### config.mk
export PLATFORM = sky130hd
export DESIGN_NAME = gpu_fill_engine_flat
export DESIGN_NICKNAME = d
export VERILOG_FILES = /design/src/rtl/gpu_fill_engine_if.sv /design/src/rtl/gpu_fill_engine.sv /design/src/flat_wrapper.sv
export SDC_FILE = /design/constraint.sdc
export NUM_CORES = 1
export LEC_CHECK = 0
export ABC_AREA = 1
export CORE_UTILIZATION = 30
export CTS_CLUSTER_SIZE = 10
export DETAILED_ROUTE_END_ITERATION = 6
export SLEW_MARGIN = 30
export SYNTH_ARGS = -nofsm -noshare
export SYNTH_HDL_FRONTEND = slang
export SYNTH_SLANG_ARGS = --single-unit
### constraint.sdc
create_clock -name clk_cpu -period 2.3 [get_ports clk_cpu]
set_clock_uncertainty 0.1 [all_clocks]
set_input_delay 0.46 -clock clk_cpu [delete_from_list [all_inputs] [get_ports clk_cpu]]
set_output_delay 0.46 -clock clk_cpu [all_outputs]
set_load 0.03 [all_outputs]
### src/rtl/gpu_fill_engine_if.sv
// Command and register-bus bundle for gpu_fill_engine.
// master = the fill engine; slave = the command source plus the bus arbiter.
interface gpu_fill_engine_if;
  logic        cmd_valid;
  logic        cmd_ready;
  logic [14:0] cmd_base;
  logic [7:0]  cmd_stride;
  logic [7:0]  cmd_width;
  logic [7:0]  cmd_height;
  logic [7:0]  cmd_fill;
  logic [3:0]  bus_addr;
  logic [7:0]  bus_data;
  logic        bus_we;
  logic        bus_grant;

  modport master (
    input  cmd_valid, cmd_base, cmd_stride, cmd_width, cmd_height, cmd_fill, bus_grant,
    output cmd_ready, bus_addr, bus_data, bus_we
  );

  modport slave (
    output cmd_valid, cmd_base, cmd_stride, cmd_width, cmd_height, cmd_fill, bus_grant,
    input  cmd_ready, bus_addr, bus_data, bus_we
  );
endinterface

### src/rtl/gpu_fill_engine.sv
// Rectangle fill engine: turns a fill command into register writes to the graphics core.
// Define GPU_FILL_BURST_EN to set the address once per row (needs core auto-increment).
module gpu_fill_engine #(
  parameter logic [3:0] ADDR_LO_OFS = 4'h0,
  parameter logic [3:0] ADDR_HI_OFS = 4'h1,
  parameter logic [3:0] DATA_OFS    = 4'h2
) (
  input  logic               clk_cpu,
  input  logic               rst_n,
  input  logic               abort,
  output logic               busy,
  output logic               done,
  gpu_fill_engine_if.master  fe
);

`ifdef GPU_FILL_BURST_EN
  localparam bit BURST = 1'b1;
`else
  localparam bit BURST = 1'b0;
`endif

  typedef enum logic [2:0] {
    IDLE, SET_LO, SET_HI, WR_DATA, NEXT_ROW, FINISH
  } state_t;

  state_t      state, state_next;
  logic [14:0] row_addr, cur_addr;
  logic [7:0]  col_cnt, row_cnt;
  logic [7:0]  width_q, stride_q, fill_q;
  logic [14:0] next_row_addr;

  assign next_row_addr = row_addr + {7'd0, stride_q};

  // NOTE: sequential state uses non-blocking assignments so every register
  // samples the pre-edge values, independent of statement order.
  always_ff @(posedge clk_cpu or negedge rst_n) begin
    if (!rst_n) state <= IDLE;
    else        state <= state_next;
  end

  // NOTE: every combinational output gets a default first so no path
  // through the case leaves it unassigned and infers a latch.
  always_comb begin
    state_next = state;
    unique case (state)
      IDLE:
        if (fe.cmd_valid)
          state_next = (fe.cmd_width == 8'd0 || fe.cmd_height == 8'd0) ? FINISH : SET_LO;
      SET_LO:
        if (fe.bus_grant) state_next = SET_HI;
      SET_HI:
        if (fe.bus_grant) state_next = WR_DATA;
      WR_DATA:
        if (fe.bus_grant) begin
          if (col_cnt == 8'd1) state_next = NEXT_ROW;
          else                 state_next = BURST ? WR_DATA : SET_LO;
        end
      NEXT_ROW:
        state_next = (row_cnt == 8'd1) ? FINISH : SET_LO;
      FINISH:
        state_next = IDLE;
      default:
        state_next = IDLE;
    endcase
    // Abort overrides everything, including a final write completing this cycle.
    if (abort && state != IDLE) state_next = IDLE;
  end

  // Outputs decode only registered state, so bus_grant never reaches bus_we.
  always_comb begin
    fe.bus_we   = 1'b0;
    fe.bus_addr = 4'h0;
    fe.bus_data = 8'h00;
    unique case (state)
      SET_LO: begin
        fe.bus_we   = 1'b1;
        fe.bus_addr = ADDR_LO_OFS;
        fe.bus_data = cur_addr[7:0];
      end
      SET_HI: begin
        fe.bus_we   = 1'b1;
        fe.bus_addr = ADDR_HI_OFS;
        fe.bus_data = {1'b0, cur_addr[14:8]};
      end
      WR_DATA: begin
        fe.bus_we   = 1'b1;
        fe.bus_addr = DATA_OFS;
        fe.bus_data = fill_q;
      end
      default: ;
    endcase
    fe.cmd_ready = (state == IDLE);
    busy         = (state != IDLE);
    done         = (state == FINISH);
  end

  always_ff @(posedge clk_cpu or negedge rst_n) begin
    if (!rst_n) begin
      row_addr <= '0;
      cur_addr <= '0;
      col_cnt  <= '0;
      row_cnt  <= '0;
      width_q  <= '0;
      stride_q <= '0;
      fill_q   <= '0;
    end else begin
      unique case (state)
        IDLE:
          if (fe.cmd_valid) begin
            row_addr <= fe.cmd_base;
            cur_addr <= fe.cmd_base;
            col_cnt  <= fe.cmd_width;
            row_cnt  <= fe.cmd_height;
            width_q  <= fe.cmd_width;
            stride_q <= fe.cmd_stride;
            fill_q   <= fe.cmd_fill;
          end
        WR_DATA:
          if (fe.bus_grant) begin
            col_cnt <= col_cnt - 8'd1;
            if (!BURST) cur_addr <= cur_addr + 15'd1;
          end
        NEXT_ROW: begin
          row_addr <= next_row_addr;
          cur_addr <= next_row_addr;
          row_cnt  <= row_cnt - 8'd1;
          col_cnt  <= width_q;
        end
        default: ;
      endcase
    end
  end

endmodule
### src/flat_wrapper.sv
// flat-port wrapper written by rule: the top's interface ports become plain ports
module gpu_fill_engine_flat 
#(
  parameter logic [3:0] ADDR_LO_OFS = 4'h0,
  parameter logic [3:0] ADDR_HI_OFS = 4'h1,
  parameter logic [3:0] DATA_OFS    = 4'h2
)
  (clk_cpu, rst_n, abort, busy, done, fe_cmd_valid, fe_cmd_base, fe_cmd_stride, fe_cmd_width, fe_cmd_height, fe_cmd_fill, fe_bus_grant, fe_cmd_ready, fe_bus_addr, fe_bus_data, fe_bus_we);
  gpu_fill_engine_if fe_i ();
  input  logic clk_cpu;
  input  logic rst_n;
  input  logic abort;
  output logic busy;
  output logic done;
  input wire logic [$bits(fe_i.cmd_valid)-1:0] fe_cmd_valid;
  input wire logic [$bits(fe_i.cmd_base)-1:0] fe_cmd_base;
  input wire logic [$bits(fe_i.cmd_stride)-1:0] fe_cmd_stride;
  input wire logic [$bits(fe_i.cmd_width)-1:0] fe_cmd_width;
  input wire logic [$bits(fe_i.cmd_height)-1:0] fe_cmd_height;
  input wire logic [$bits(fe_i.cmd_fill)-1:0] fe_cmd_fill;
  input wire logic [$bits(fe_i.bus_grant)-1:0] fe_bus_grant;
  output wire logic [$bits(fe_i.cmd_ready)-1:0] fe_cmd_ready;
  output wire logic [$bits(fe_i.bus_addr)-1:0] fe_bus_addr;
  output wire logic [$bits(fe_i.bus_data)-1:0] fe_bus_data;
  output wire logic [$bits(fe_i.bus_we)-1:0] fe_bus_we;
  assign fe_i.cmd_valid = fe_cmd_valid;
  assign fe_i.cmd_base = fe_cmd_base;
  assign fe_i.cmd_stride = fe_cmd_stride;
  assign fe_i.cmd_width = fe_cmd_width;
  assign fe_i.cmd_height = fe_cmd_height;
  assign fe_i.cmd_fill = fe_cmd_fill;
  assign fe_i.bus_grant = fe_bus_grant;
  assign fe_cmd_ready = fe_i.cmd_ready;
  assign fe_bus_addr = fe_i.bus_addr;
  assign fe_bus_data = fe_i.bus_data;
  assign fe_bus_we = fe_i.bus_we;
  gpu_fill_engine #(.ADDR_LO_OFS(ADDR_LO_OFS), .ADDR_HI_OFS(ADDR_HI_OFS), .DATA_OFS(DATA_OFS)) u_core (.clk_cpu(clk_cpu), .rst_n(rst_n), .abort(abort), .busy(busy), .done(done), .fe(fe_i));
endmodule
==> summary.txt, run 1 <==
STATUS
-------------------------------------------------------------------------------------------------
Result of the run .................................................................. complete, but fails checks
Failing checks .....................................................................  hold timing

WORST SETUP PATH
-------------------------------------------------------------------------------------------------
Largest fanout on the critical path ................................................            7
Most common cell on crit path ...................................................... sky130_fd_sc_hd__nor2_4
Max incr delay on CP ...............................................................       420 ps
FF-to-FF path depth ................................................................            8
Cell depth of the worst setup path .................................................            8
Worst-case register-to-register setup slack ........................................       230 ps
Critical path class ................................................................ register to primary output
Crit. Startpoint ................................................................... u_core.state[1]
Category of cells accounting for the largest share of critical-path delay .......... buffers and inverters
Critical path capture point type ................................................... primary output
FF-to-FF End ....................................................................... u_core.row_addr[8]
Arrival @ worst endpoint ...........................................................      1690 ps
R2r startpoint ..................................................................... u_core.stride_q[0]
List of cells traversed by the critical path ....................................... inv_2, nor2_4, inv_1, nor2_4, buf_6, a22oi_1, o21ai_0, buf_4
Worst path buffer plus inverter count ..............................................            4
Critical path's slowest cell ....................................................... sky130_fd_sc_hd__dfrtp_1
Sort of element at the start of the critical path ..................................     register
Crit path capture .................................................................. fe_bus_data[0]
Worst Path Required ................................................................      1740 ps

PLACEMENT
-------------------------------------------------------------------------------------------------
Last weighted congestion value of the routability-driven placer ....................        0.866
Worst slack after detailed placement ...............................................       200 ps
HPWL reported at the end of detailed placement ..................................... 10200 microns
Number of port buffers .............................................................           65
Area post-placement ................................................................   5640 sq um

YOSYS
-------------------------------------------------------------------------------------------------
Sequential cell area fraction in the yosys report ..................................        38.2%
Most instantiated cells after synthesis ............................................ sky130_fd_sc_hd__nand2_1 (239), sky130_fd_sc_hd__inv_1 (80), sky130_fd_sc_hd__dfrtp_1 (73)
Gate count after technology mapping ................................................          689
Biggest area contributors in the synthesized netlist ............................... sky130_fd_sc_hd__dfrtp_1 (38%), sky130_fd_sc_hd__nand2_1 (19%), sky130_fd_sc_hd__inv_1 (6.3%)
Number of synthesized register bits ................................................           73
Number of synthesis warnings .......................................................            0
Combined area of all synthesized cells .............................................   4780 sq um
Post-synth EDFFs ...................................................................            0
Share of the synthesized area in the top cell type .................................        38.2%
Number of distinct library cell variants in the gate-level netlist after synthesis .           39
Average instance area after synthesis ..............................................   6.94 sq um
Leading area contributor after synthesis ........................................... sky130_fd_sc_hd__dfrtp_1
Ys flop type ....................................................................... sky130_fd_sc_hd__dfrtp_1
Most common cell in the netlist .................................................... sky130_fd_sc_hd__nand2_1
Async S/R FF share, synth ..........................................................         100%

CLOCK NETWORK
-------------------------------------------------------------------------------------------------
Skew-Pair Late Insertion Delay .....................................................       340 ps
TritonCTS Buffers ..................................................................            9
Total number of clock tree sinks ...................................................           73
Longest Clk Path Bufs ..............................................................            2
TritonCTS clock tree ...............................................................          yes
Number of levels in the clock H-tree ...............................................            3
Worst-path clk slew ................................................................        60 ps
Clock root buffer .................................................................. sky130_fd_sc_hd__clkbuf_16

DIE
-------------------------------------------------------------------------------------------------
Initial core utilization ...........................................................        31.1%
Area of the core ...................................................................  15400 sq um
Vertical die dimension .............................................................  128 microns
X dimension of the die .............................................................  128 microns
I/O pin count ......................................................................           68
Die ar. ............................................................................  16400 sq um
Core Rows ..........................................................................           45

POWER
-------------------------------------------------------------------------------------------------
Pleak ..............................................................................      2.91 nW
Share of power burned in combinational logic .......................................        52.0%
VDD IR max .........................................................................       547 uV
Power density over the cells ....................................................... 1320 nW/um^2
Sequential share of power ..........................................................        31.5%
Internal cell power ................................................................      4.15 mW
Switch share .......................................................................        47.2%
Clock power share ..................................................................        16.4%
Sw Pwr .............................................................................      3.71 mW

WORST HOLD PATH
-------------------------------------------------------------------------------------------------
Worst min-delay path class ......................................................... input port to asynchronous set/reset pin

GLOBAL ROUTE
-------------------------------------------------------------------------------------------------
Overflow left after global routing .................................................            0
Via count of the first global-routing pass .........................................         4555
Tot GR Track Use ...................................................................        17.8%
First-pass GRT wire length ......................................................... 22600 microns
Pin count of the biggest net entering global routing ...............................           40
Initial antenna violation count ....................................................            0

DETAILED ROUTING
-------------------------------------------------------------------------------------------------
Routed vias/inst ...................................................................         4.85
Total DRC errors in the routed layout ..............................................            0
DRC violation total after the first TritonRoute iteration ..........................          346
Per-cell routed wire length ........................................................ 13.9 microns
DR pass1 iterations ................................................................            5
Detailed-route via count ...........................................................         4705
Total Wirelength ................................................................... 13500 microns
Post-route ant nets ................................................................            0

STA
-------------------------------------------------------------------------------------------------
Setup TNS ..........................................................................         0 ps
Min setup slack post-route .........................................................      52.4 ps
Max-slew violation total from the final report .....................................            0
Slew at the pin with the worst max-slew slack ......................................       543 ps
Count of final hold-check violations ...............................................            7
Max-slew headroom ..................................................................        63.8%
Min Hold Slack .....................................................................     -8.85 ps
Final setup vio count ..............................................................            0
Maximum clock rate .................................................................      445 MHz
Final clock period utilization by the worst path ...................................        97.7%
Clock period minus final worst setup slack .........................................      2250 ps

FINAL LAYOUT
-------------------------------------------------------------------------------------------------
Final layout net count .............................................................          822
Fill cell instance count of the final layout .......................................         1634
Fraction of layout instances using a drive strength above 1 ........................        8.68%
Final design instance area without fill ............................................   5940 sq um
Diodes inserted ....................................................................            0
Area growth from synthesis to final layout .........................................        24.2%

JOB
-------------------------------------------------------------------------------------------------
Max-capacitance violation count ....................................................            0

metal layers:
metal	part of all wire, %	track usage (%)	vias up
met4	1.6	5.12	0
met2	49	30.0	119
li1	-	-	2371
met3	5.0	4.09	17
met1	45	22.7	2198
met5	0	0	-
logic make-up (layout without fill, tap and decap cells):
kind of cell	count (synthesis)	count (layout)	share of synthesized area (%)
fa+ha+maj	14	14	3.82
buf+inv	114	184	10.0
flops	73	73	38.2
other cells	1	2	0.0785
compound gates	127	127	15.5
simple gates	359	359	32.1
xor+xnor	1	1	0.183
power by group through the flow:
stage	Clock [mW]	Combinational [mW]	Sequential (mW)
2_1_floorplan	0	3.11	2.29
3_3_place_gp	0	4.02	2.47
3_5_place_dp	0	4.06	2.47
4_1_cts	1.32	4.06	2.46
5_1_grt	1.37	4.72	2.58
6_report	1.29	4.09	2.48
cell type report:
class | count | area, sq um | share of cell area [%]
clock buffers | 15 | 258 | 4.34
multi-input cells | 503 | 2510 | 42.3
flip-flops and latches | 73 | 1830 | 30.8
repair buffers | 79 | 741 | 12.5
well taps | 211 | 264 | 4.45
inverters | 90 | 338 | 5.69
worst register-to-register path, cell delays in order, from the launching register on:
cell and delay [ps]:
sky130_fd_sc_hd__dfrtp_1 370, sky130_fd_sc_hd__ha_1 240, sky130_fd_sc_hd__fa_1 400, sky130_fd_sc_hd__nand2_1 90, sky130_fd_sc_hd__nand3_1 80, sky130_fd_sc_hd__nand3_1 80
sky130_fd_sc_hd__nand2_1 170, sky130_fd_sc_hd__o21ai_0 280, sky130_fd_sc_hd__o211ai_1 120
sequential cells by signal, summed over array words and instances, names as in the netlist:
register,cells
u_core.state,3
u_core.cur_addr,15
u_core.fill_q,8
u_core.row_addr,15
u_core.stride_q,8
u_core.col_cnt,8
u_core.width_q,8
u_core.row_cnt,8
worst min-delay path by stage:
stage          slack (ps)  cells after the start                 to
5_1_grt                30                      1  u_core.width_q[0]
6_report               -9                      1  u_core.width_q[0]
3_3_place_gp          360                      2   u_core.fill_q[7]
2_1_floorplan          60                      0  u_core.col_cnt[0]
3_5_place_dp          360                      2   u_core.fill_q[7]
4_1_cts                 9                      1  u_core.width_q[0]
cell usage in the layout (no fill, tap or decap), drive strengths merged:
master,Yosys,final
nand4,12,12
a21boi,4,4
o22ai,6,6
buf,20,24
nor3,8,8
nand3b,1,1
fa,1,1
inv,90,90
o221ai,4,4
clkdlybuf4s50,0,50
conb,1,2
o21bai,1,1
dlygate4sd2,0,5
nand2,242,242
nand3,53,53
nor4,3,3
a22oi,10,10
o311ai,1,1
o21ai,62,62
o211ai,7,7
a31oi,1,1
or2,2,2
dfrtp,73,73
a21oi,27,27
a2bb2oi,4,4
ha,13,13
nor2,38,38
clkbuf,4,15
xor2,1,1
stage by stage:
step	total power [mW]	cells	util (%)	hold WS, ps
after floorplan	5.40	690	-	64.4
after global placement	6.49	954	36.7	358
after detailed placement	6.54	954	36.7	359
after CTS	7.84	969	38.3	9.13
after global routing	8.66	971	38.6	25.7
final	7.86	971	38.6	-8.85
repair_timing:
action | in CTS | in global routing
hold buffers | 0 | 0
endpoints found under the setup margin | 9 | 7
setup buffers | 0 | 2
resized for setup | 7 | 11
(Power assumes the default switching activity.)
==> run 2, diff against run 1 <==
Settings changed: CORE_UTILIZATION 30 to 40.
==> summary.txt, run 2 (synthesis gave the netlist of run 1 again) <==
GLOBAL ROUTE
----------------------------------------------------------------------------------------
Tot GR Track Use ..........................................................        22.2%
Met1 track demand over resource in global routing .........................        27.4%
Most Crowded Layer GR .....................................................         met2
Via count of the first global-routing pass ................................         4575
First-pass GRT wire length ................................................ 21800 microns
Pin count of the biggest net entering global routing ......................           74
Initial antenna violation count ...........................................            0
Met3 usage ................................................................        3.66%
Grt met2 use ..............................................................        39.1%
Overflow left after global routing ........................................            0

STATUS
----------------------------------------------------------------------------------------
Result of the run ......................................................... complete, but fails checks
Failing checks ............................................................          DRC

WORST SETUP PATH
----------------------------------------------------------------------------------------
Critical path class ....................................................... register to primary output
Worst Path Required .......................................................      1740 ps
Critical path's slowest cell .............................................. sky130_fd_sc_hd__dfrtp_1
Most common cell on crit path ............................................. sky130_fd_sc_hd__nor2_4
Worst path buffer plus inverter count .....................................            4
Arrival @ worst endpoint ..................................................      1680 ps
Largest fanout on the critical path .......................................            7
Sort of element at the start of the critical path .........................     register
Category of cells accounting for the largest share of critical-path delay . buffers and inverters
Critical path capture point type .......................................... primary output
Crit. Startpoint .......................................................... u_core.state[1]
List of cells traversed by the critical path .............................. inv_2, nor2_4, inv_1, nor2_4, buf_6, a22oi_1, o21ai_0, buf_4
Max incr delay on CP ......................................................       410 ps
R2r startpoint ............................................................ u_core.stride_q[0]

DIE
----------------------------------------------------------------------------------------
Vertical die dimension ....................................................  111 microns
Core Rows .................................................................           39
Die ar. ...................................................................  12400 sq um
Initial core utilization ..................................................        41.5%
X dimension of the die ....................................................  111 microns
Area of the core ..........................................................  11500 sq um
I/O pin count .............................................................           68

POWER
----------------------------------------------------------------------------------------
Pleak .....................................................................      2.92 nW
VDD IR max ................................................................       605 uV
Post-layout power .........................................................      7.93 mW
Power density over the cells .............................................. 1350 nW/um^2

CLOCK NETWORK
----------------------------------------------------------------------------------------
TritonCTS Buffers .........................................................            9
Longest Clk Path Bufs .....................................................            2
Clock root buffer ......................................................... sky130_fd_sc_hd__clkbuf_16
TritonCTS clock tree ......................................................          yes
Worst-path clk slew .......................................................        50 ps
Total number of clock tree sinks ..........................................           73
Skew-Pair Late Insertion Delay ............................................       340 ps
Number of levels in the clock H-tree ......................................            3

DETAILED ROUTING
----------------------------------------------------------------------------------------
Routed vias/inst ..........................................................         5.19
DRC violation total after the first TritonRoute iteration .................          248
Per-cell routed wire length ............................................... 14.2 microns
Total DRC errors in the routed layout .....................................            4
Total Wirelength .......................................................... 12800 microns
Post-route ant nets .......................................................            0
DR pass1 iterations .......................................................            7
Detailed-route via count ..................................................         4672

FINAL LAYOUT
----------------------------------------------------------------------------------------
Area growth from synthesis to final layout ................................        22.5%
Non-filler cells, final ...................................................          900
Share of the core filled with cells in the final layout ...................        50.9%
Diodes inserted ...........................................................            0
Fill cell instance count of the final layout ..............................         1156
Top library cells by usage in the layout, fill and taps aside ............. sky130_fd_sc_hd__nand2_1 (238), sky130_fd_sc_hd__inv_1 (80), sky130_fd_sc_hd__dfrtp_1 (72)
Fraction of layout instances using a drive strength above 1 ...............        8.59%
Final layout net count ....................................................          819
Final design instance area without fill ...................................   5860 sq um
Most common cell after layout, fill and taps aside ........................ sky130_fd_sc_hd__nand2_1
Largest registers in the final layout ..................................... u_core.cur_addr: 15 flops, u_core.row_addr: 15 flops

WORST HOLD PATH
----------------------------------------------------------------------------------------
Worst min-delay path class ................................................ input port to asynchronous set/reset pin

PLACEMENT
----------------------------------------------------------------------------------------
Worst slack after detailed placement ......................................       173 ps
Number of port buffers ....................................................           65
Dpl cells .................................................................          883
HPWL reported at the end of detailed placement ............................ 9500 microns
Area post-placement .......................................................   5530 sq um
Last weighted congestion value of the routability-driven placer ...........        0.897

STA
----------------------------------------------------------------------------------------
Maximum clock rate ........................................................      446 MHz
Max-slew headroom .........................................................        62.6%
Min setup slack post-route ................................................      55.9 ps
Clock period minus final worst setup slack ................................      2240 ps
Slew at the pin with the worst max-slew slack .............................       560 ps
Max-slew violation total from the final report ............................            0
Setup TNS .................................................................         0 ps
Final clock period utilization by the worst path ..........................        97.6%
Count of final hold-check violations ......................................            0
Min Hold Slack ............................................................      24.6 ps
Final setup vio count .....................................................            0

JOB
----------------------------------------------------------------------------------------
Max-capacitance violation count ...........................................            0

[run 2: area by class of cell]
class                   instances  area, sq um  area share [%]
repair buffers                 76          716            12.2
multi-input cells             503         2490            42.6
clock buffers                  12          256            4.38
inverters                      90          343            5.85
clock inverters                 3         40.0           0.684
flip-flops and latches         73         1830            31.2
well taps                     143          179            3.05
[run 2: layer usage]
metal	wire [microns]	share of wire (%)
met5	0	0
met4	172	1.3
met3	455	3.6
met2	6470	51
met1	5680	44
[run 2: final timing paths]
kind                                       endpoint  slack (ps)  cells past startpoint
worst max-delay path                 fe_bus_data[6]          60                      8
worst min-delay path            u_core.row_addr[13]          20                      2
worst max register to register  u_core.row_addr[10]         240                     12
worst min register to register    u_core.width_q[5]         370                      2
max in group asynchronous           u_core.state[2]        1710                      2
min in group clk_cpu              u_core.width_q[5]         370                      2
[run 2: where the power goes]
part	switching (mW)	internal, mW
clock	0.532	0.889
combinational	2.60	1.46
sequential	0.541	1.91
[run 2: worst register-to-register path: cells and delay by family (launching register included)]
kind | cells | cell delay [ps]
compound gates | 1 | 80
fa+ha+maj | 2 | 610
flops | 1 | 390
simple gates | 9 | 740
[run 2: timing repair]
action / CTS / global route
setup buffers: 0 / 2
endpoints found under the setup margin: 12 / 15
gates resized for setup: 10 / 6
hold buffers: 0 / 0
pin swaps: 0 / 0
